<file path="src/rtl/draw_points.sv">
// draw_points: overlays the level's collectible points (blinking squares, capture flash)
// on the VGA pixel stream with a fixed 2-clk latency on every output.
module draw_points #(
  parameter int          POINT_W      = 20,
  parameter int          POINT_H      = 20,
  parameter int          BLINK_FRAMES = 16,
  parameter int          FLASH_FRAMES = 8,
  parameter logic [11:0] COLOR_A      = 12'hFF0,
  parameter logic [11:0] COLOR_B      = 12'hF80,
  parameter logic [11:0] FLASH_COLOR  = 12'hFFF
) (
  input  logic        clk,
  input  logic        rst_n,
  input  logic [10:0] hcount_in,
  input  logic [10:0] vcount_in,
  input  logic        hsync_in,
  input  logic        vsync_in,
  input  logic        hblnk_in,
  input  logic        vblnk_in,
  input  logic [11:0] rgb_in,
  input  logic [2:0]  lvl,
  input  logic [4:0]  captured,
  output logic [10:0] hcount_out,
  output logic [10:0] vcount_out,
  output logic        hsync_out,
  output logic        vsync_out,
  output logic        hblnk_out,
  output logic        vblnk_out,
  output logic [11:0] rgb_out
);
  localparam logic [10:0] PX [5] = '{11'd265, 11'd515, 11'd235, 11'd310, 11'd400};
  localparam logic [10:0] PY [5] = '{11'd220, 11'd120, 11'd500, 11'd460, 11'd550};
  localparam logic [10:0] PW = 11'(POINT_W);
  localparam logic [10:0] PH = 11'(POINT_H);
  localparam logic [7:0]  BL = 8'(BLINK_FRAMES - 1);
  localparam logic [3:0]  FL = 4'(FLASH_FRAMES);

  logic [10:0] r_hcount1, r_vcount1;
  logic        r_hsync1, r_vsync1, r_hblnk1, r_vblnk1, r_blank1;
  logic [11:0] r_rgb1;
  logic [4:0]  r_hit, w_hit;
  logic        r_vsync_d, r_phase;
  logic [4:0]  r_cap_d;
  logic [2:0]  r_lvl_d;
  logic [7:0]  r_blink;
  logic [3:0]  r_flash [5];
  logic        w_tick, w_lvl_chg;
  logic [11:0] w_rgb;

  assign w_tick    = vsync_in && !r_vsync_d;
  assign w_lvl_chg = lvl != r_lvl_d;

  // subtract-then-compare keeps every operand at 11 bits
  always_comb begin
    w_hit = '0;
    for (int i = 0; i < 5; i++)
      w_hit[i] = (lvl == 3'b001) && (hcount_in >= PX[i]) && ((hcount_in - PX[i]) < PW)
                 && (vcount_in >= PY[i]) && ((vcount_in - PY[i]) < PH);
  end

  // walk from the highest index down so the lowest hit point decides
  always_comb begin
    w_rgb = r_rgb1;
    for (int i = 4; i >= 0; i--)
      if (r_hit[i] && r_flash[i] != '0) w_rgb = FLASH_COLOR;
      else if (r_hit[i] && !r_cap_d[i]) w_rgb = r_phase ? COLOR_B : COLOR_A;
  end

  always_ff @(posedge clk or negedge rst_n) begin
    if (!rst_n) begin
      r_hcount1 <= '0;
      r_vcount1 <= '0;
      r_hsync1  <= 1'b0;
      r_vsync1  <= 1'b0;
      r_hblnk1  <= 1'b0;
      r_vblnk1  <= 1'b0;
      r_blank1  <= 1'b0;
      r_rgb1    <= '0;
      r_hit     <= '0;
    end else begin
      r_hcount1 <= hcount_in;
      r_vcount1 <= vcount_in;
      r_hsync1  <= hsync_in;
      r_vsync1  <= vsync_in;
      r_hblnk1  <= hblnk_in;
      r_vblnk1  <= vblnk_in;
      r_blank1  <= hblnk_in || vblnk_in;
      r_rgb1    <= rgb_in;
      r_hit     <= w_hit;
    end
  end

  always_ff @(posedge clk or negedge rst_n) begin
    if (!rst_n) begin
      r_vsync_d <= 1'b0;
      r_cap_d   <= '0;
      r_lvl_d   <= '0;
      r_blink   <= '0;
      r_phase   <= 1'b0;
      for (int i = 0; i < 5; i++) r_flash[i] <= '0;
    end else begin
      r_vsync_d <= vsync_in;
      r_cap_d   <= captured;
      r_lvl_d   <= lvl;
      if (w_tick) begin
        r_blink <= (r_blink == BL) ? 8'd0 : r_blink + 8'd1;
        r_phase <= (r_blink == BL) ? !r_phase : r_phase;
      end
      // a fresh capture loads even on a frame tick; release or level change wipes the flash
      for (int i = 0; i < 5; i++)
        if (captured[i] && !r_cap_d[i]) r_flash[i] <= FL;
        else if (w_lvl_chg || (!captured[i] && r_cap_d[i])) r_flash[i] <= '0;
        else if (w_tick && r_flash[i] != '0) r_flash[i] <= r_flash[i] - 4'd1;
    end
  end

  always_ff @(posedge clk or negedge rst_n) begin
    if (!rst_n) begin
      hcount_out <= '0;
      vcount_out <= '0;
      hsync_out  <= 1'b0;
      vsync_out  <= 1'b0;
      hblnk_out  <= 1'b0;
      vblnk_out  <= 1'b0;
      rgb_out    <= '0;
    end else begin
      hcount_out <= r_hcount1;
      vcount_out <= r_vcount1;
      hsync_out  <= r_hsync1;
      vsync_out  <= r_vsync1;
      hblnk_out  <= r_hblnk1;
      vblnk_out  <= r_vblnk1;
      rgb_out    <= r_blank1 ? 12'h000 : w_rgb;
    end
  end
endmodule

</file>
<file path="config.mk">
export PLATFORM = sky130hd
export DESIGN_NAME = draw_points
export DESIGN_NICKNAME = d
export VERILOG_FILES = /design/src/rtl/draw_points.sv
export SDC_FILE = /design/constraint.sdc
export NUM_CORES = 1
export LEC_CHECK = 0
export ABC_CLOCK_PERIOD_IN_PS = 2800
export CAP_MARGIN = 20
export CELL_PAD_IN_SITES_DETAIL_PLACEMENT = 1
export CELL_PAD_IN_SITES_GLOBAL_PLACEMENT = 1
export CORE_MARGIN = 2
export CORE_UTILIZATION = 25
export DETAILED_ROUTE_END_ITERATION = 7
export GPL_TIMING_DRIVEN = 0
export MAX_ROUTING_LAYER = met4
export PLACE_DENSITY = 0.54
export SLEW_MARGIN = 20
export SYNTH_ARGS = -nofsm -noshare
export SYNTH_HDL_FRONTEND = slang
export SYNTH_SLANG_ARGS = --single-unit
</file>
<file path="constraint.sdc">
create_clock -name clk -period 2.8 [get_ports clk]
set_input_delay 0.28 -clock clk [delete_from_list [all_inputs] [get_ports clk]]
set_output_delay 0.28 -clock clk [all_outputs]
set_load 0.01 [all_outputs]
</file>
==> metrics.yaml <==
hp-class: "primary input to register"
fillerInstances: 2490
rsz0062_at_grt: "false"
synthArstFlopShare: 1.000
dp_cells: 894
grt_max_degree: 62
slowest_stage: "a2111oi_0"
drt_iter0_drc: 179
synth.area.top_cells: "dfrtp_1, xnor2_1, ha_1"
fin_nets: 700
clock_path_buffers: 2
drive_gt1_frac: 0.08682
cp_max_fo: 10
yosysWarnings: 0
ant_nets: 0
io_buffers: 85
synth-edff-count: 0
cts.htree.levels: 4
p_leak_nw: 3.058
via_count: 4361
path_clk_slew_ns: 0.05
synth_nets: 594
ir_worst_vdd_v: 0.0003841
grt_pass1_vias: 4807
start_kind: "primary input"
syn2layout_area_growth_pct: 32.44
dp_hpwl_um: 11290
seq_area_mm2: 0.002978
vias_per_cell: 4.715
grt_pass1_wl_um: 25500
required_ns: 3.14
setup_ws_ns: 0.04002
overflow: 0
die_width_um: 153.4
pin_count: 86
max_slew_margin: 0.4521
gp_congestion: 0.8187
slew_violations: 0
drt_first_pass_iters: 4
syn_area_mm2: 0.005580
maxCapViolations: 0
place_ws_ns: -0.4024
antenna_found_initial: 0
cp-end-kind: "register"
outcome: "finished clean"
synthTopCellsByCount: "dfrtp_1, nand2_1, a21oi_1"
cts_tree: "yes"
clock_skew_ns: 0.006877
wl_per_cell_um: 16.52
cp_data_arrival_time_ns: 3.10
syn-instance-count: 528
critPathMaxStageDelay_ns: 0.72
n_antenna_cell: 0
cpLargestDelayFamily: "compound AO/OA/AOI/OAI gates"
final_hold_viol_count: 0
period_share: 0.9857
setup_viol: 0
cp_cell_sequence: "clkdlybuf4s50_1 > clkbuf_8 > inv_1 > ha_1 > xor2_1 > nor4_1 > nand4_1 > a2111oi_0 > o2111a_1"
synth_ff_type: "dfrtp_1"
routed_wl_um: 15280
multi_input_area_mm2: 0.002366
worst_pin_slew_ns: 0.8011
worst-path-buf-inv: 3
clkLatencyLatePin_ns: 0.42
min_period_ns: 2.760
synth_largest_area_cell: "dfrtp_1"
path_class: "primary input to register"
instances_no_fill: 925
fmax_ghz: 0.3623
drc: 0
post_cts_buffers: 0
synth_seq_cells: 119
die-area_mm2: 0.02353
yosysTopAreaCellShare: 0.5336
seq_area_frac_synth: 0.5336
die_h_um: 153.4
clock-sinks: 119
row_count: 54
tritoncts.num_buffers: 17
ys_types: 71
core-area_mm2: 0.02189
grt_usage: 0.1409
powerDensity_mw_per_mm2: 616.8
clockRootBuffer: "clkbuf_16"
syn_avg_cell_area_um2: 10.57
synth.most_common_cell: "dfrtp_1"
start_util: 0.2549
state kept, by name, summed over array words and instances, names as in the netlist, 8 cells and up:
register and count:
r_flash 20, r_rgb1 12, rgb_out 12, hcount_out 11, r_hcount1 11, r_vcount1 11, vcount_out 11, r_blink 8
per-stage QoR:
stage	total power [mW]	utilization	instance area [um2]	TNS, ns	hold WS (ns)
floorplan	2.207	-	5580	0	-0.01559
global placement	2.463	0.3098	6782	-375.91	0.3331
detailed placement	2.487	0.3111	6810	-1.244	0.2951
CTS	4.627	0.3373	7383	0	0.2902
global route	4.804	0.3376	7391	0	0.2835
finish	4.559	0.3376	7391	0	0.3037
layout by cell type, fill, tap and decap left out, types with 4 or more instances in the layout:
cell and instances:
nand2b_1 8, ha_1 18, a211oi_1 5, clkinv_2 4, clkbuf_1 14, o21a_1 4, nand2_1 43, o21ai_0 18
dfrtp_1 119, xnor2_1 27, clkbuf_16 17, nand4b_1 6, inv_1 27, clkbuf_8 5, xor2_1 14, nor3_1 16
nand4_1 6, a21oi_1 41, nor4_1 4, nand3_1 10, nor2_1 40, a21o_1 4, o2111ai_1 4, or3b_1 5
clkdlybuf4s50_1 84, nor2b_1 9, o31ai_1 4, and2_1 5
repair_timing:
action                                 4_1_cts  5_1_grt
endpoints found under the hold margin       58        0
hold buffers                                 1        0
setup endpoints to repair                    0        3
resized for setup                            0        4
metal layers:
layer / global-route usage / wire length (um) / part of all wire / up-vias
met2: 0.2385 / 8033 / 0.53 / 59
li1: - / - / - / 2063
met1: 0.1686 / 6638 / 0.43 / 2224
met5: - / 0 / 0 / -
met4: 0.04500 / 222 / 0.015 / 0
met3: 0.02892 / 383 / 0.025 / 15
cells by family (layout without fill, tap and decap cells):
kind of cell | Yosys count | in the layout | share of synthesized area
XOR/XNOR | 41 | 41 | 0.06435
adder cells (fa/ha/maj) | 20 | 20 | 0.04395
flip-flops | 119 | 119 | 0.5336
multiplexers | 3 | 3 | 0.005605
AND/OR/NAND/NOR | 173 | 173 | 0.1641
buffers and inverters | 51 | 168 | 0.04372
AO/OA/AOI/OAI | 121 | 121 | 0.1446
report_power, final:
| group | internal, mW | switching (mW) |
|---|---|---|
| clock network | 1.34 | 0.767 |
| logic | 0.260 | 0.301 |
| registers | 1.83 | 0.0687 |
| total | 3.42 | 1.14 |
worst paths after layout:
path                                         start                      end  slack (ns)  depth (start not counted)
max                                   hcount_in[5]       r_hit[4]$_DFF_PN0_        0.04                          9
min                                       hsync_in       r_hsync1$_DFF_PN0_        0.30                          1
max reg2reg                r_flash[12]$_DFFE_PN0P_    rgb_out[11]$_DFF_PN0_        0.47                          7
min reg2reg                 r_vcount1[2]$_DFF_PN0_  vcount_out[2]$_DFF_PN0_        0.35                          0
max in group asynchronous                    rst_n  hcount_out[4]$_DFF_PN0_        1.71                          3
min in group asynchronous                    rst_n     rgb_out[5]$_DFF_PN0_        0.39                          2
final cells by class:
class	instances	area share
sequential	119	0.4029
multi-input combinational	358	0.3201
clock buffer	21	0.06230
buffer	22	0.01828
clock inverter	9	0.01388
timing repair buffer	87	0.1204
tap	280	0.04740
inverter	29	0.01473
(Power assumes the default switching activity.)
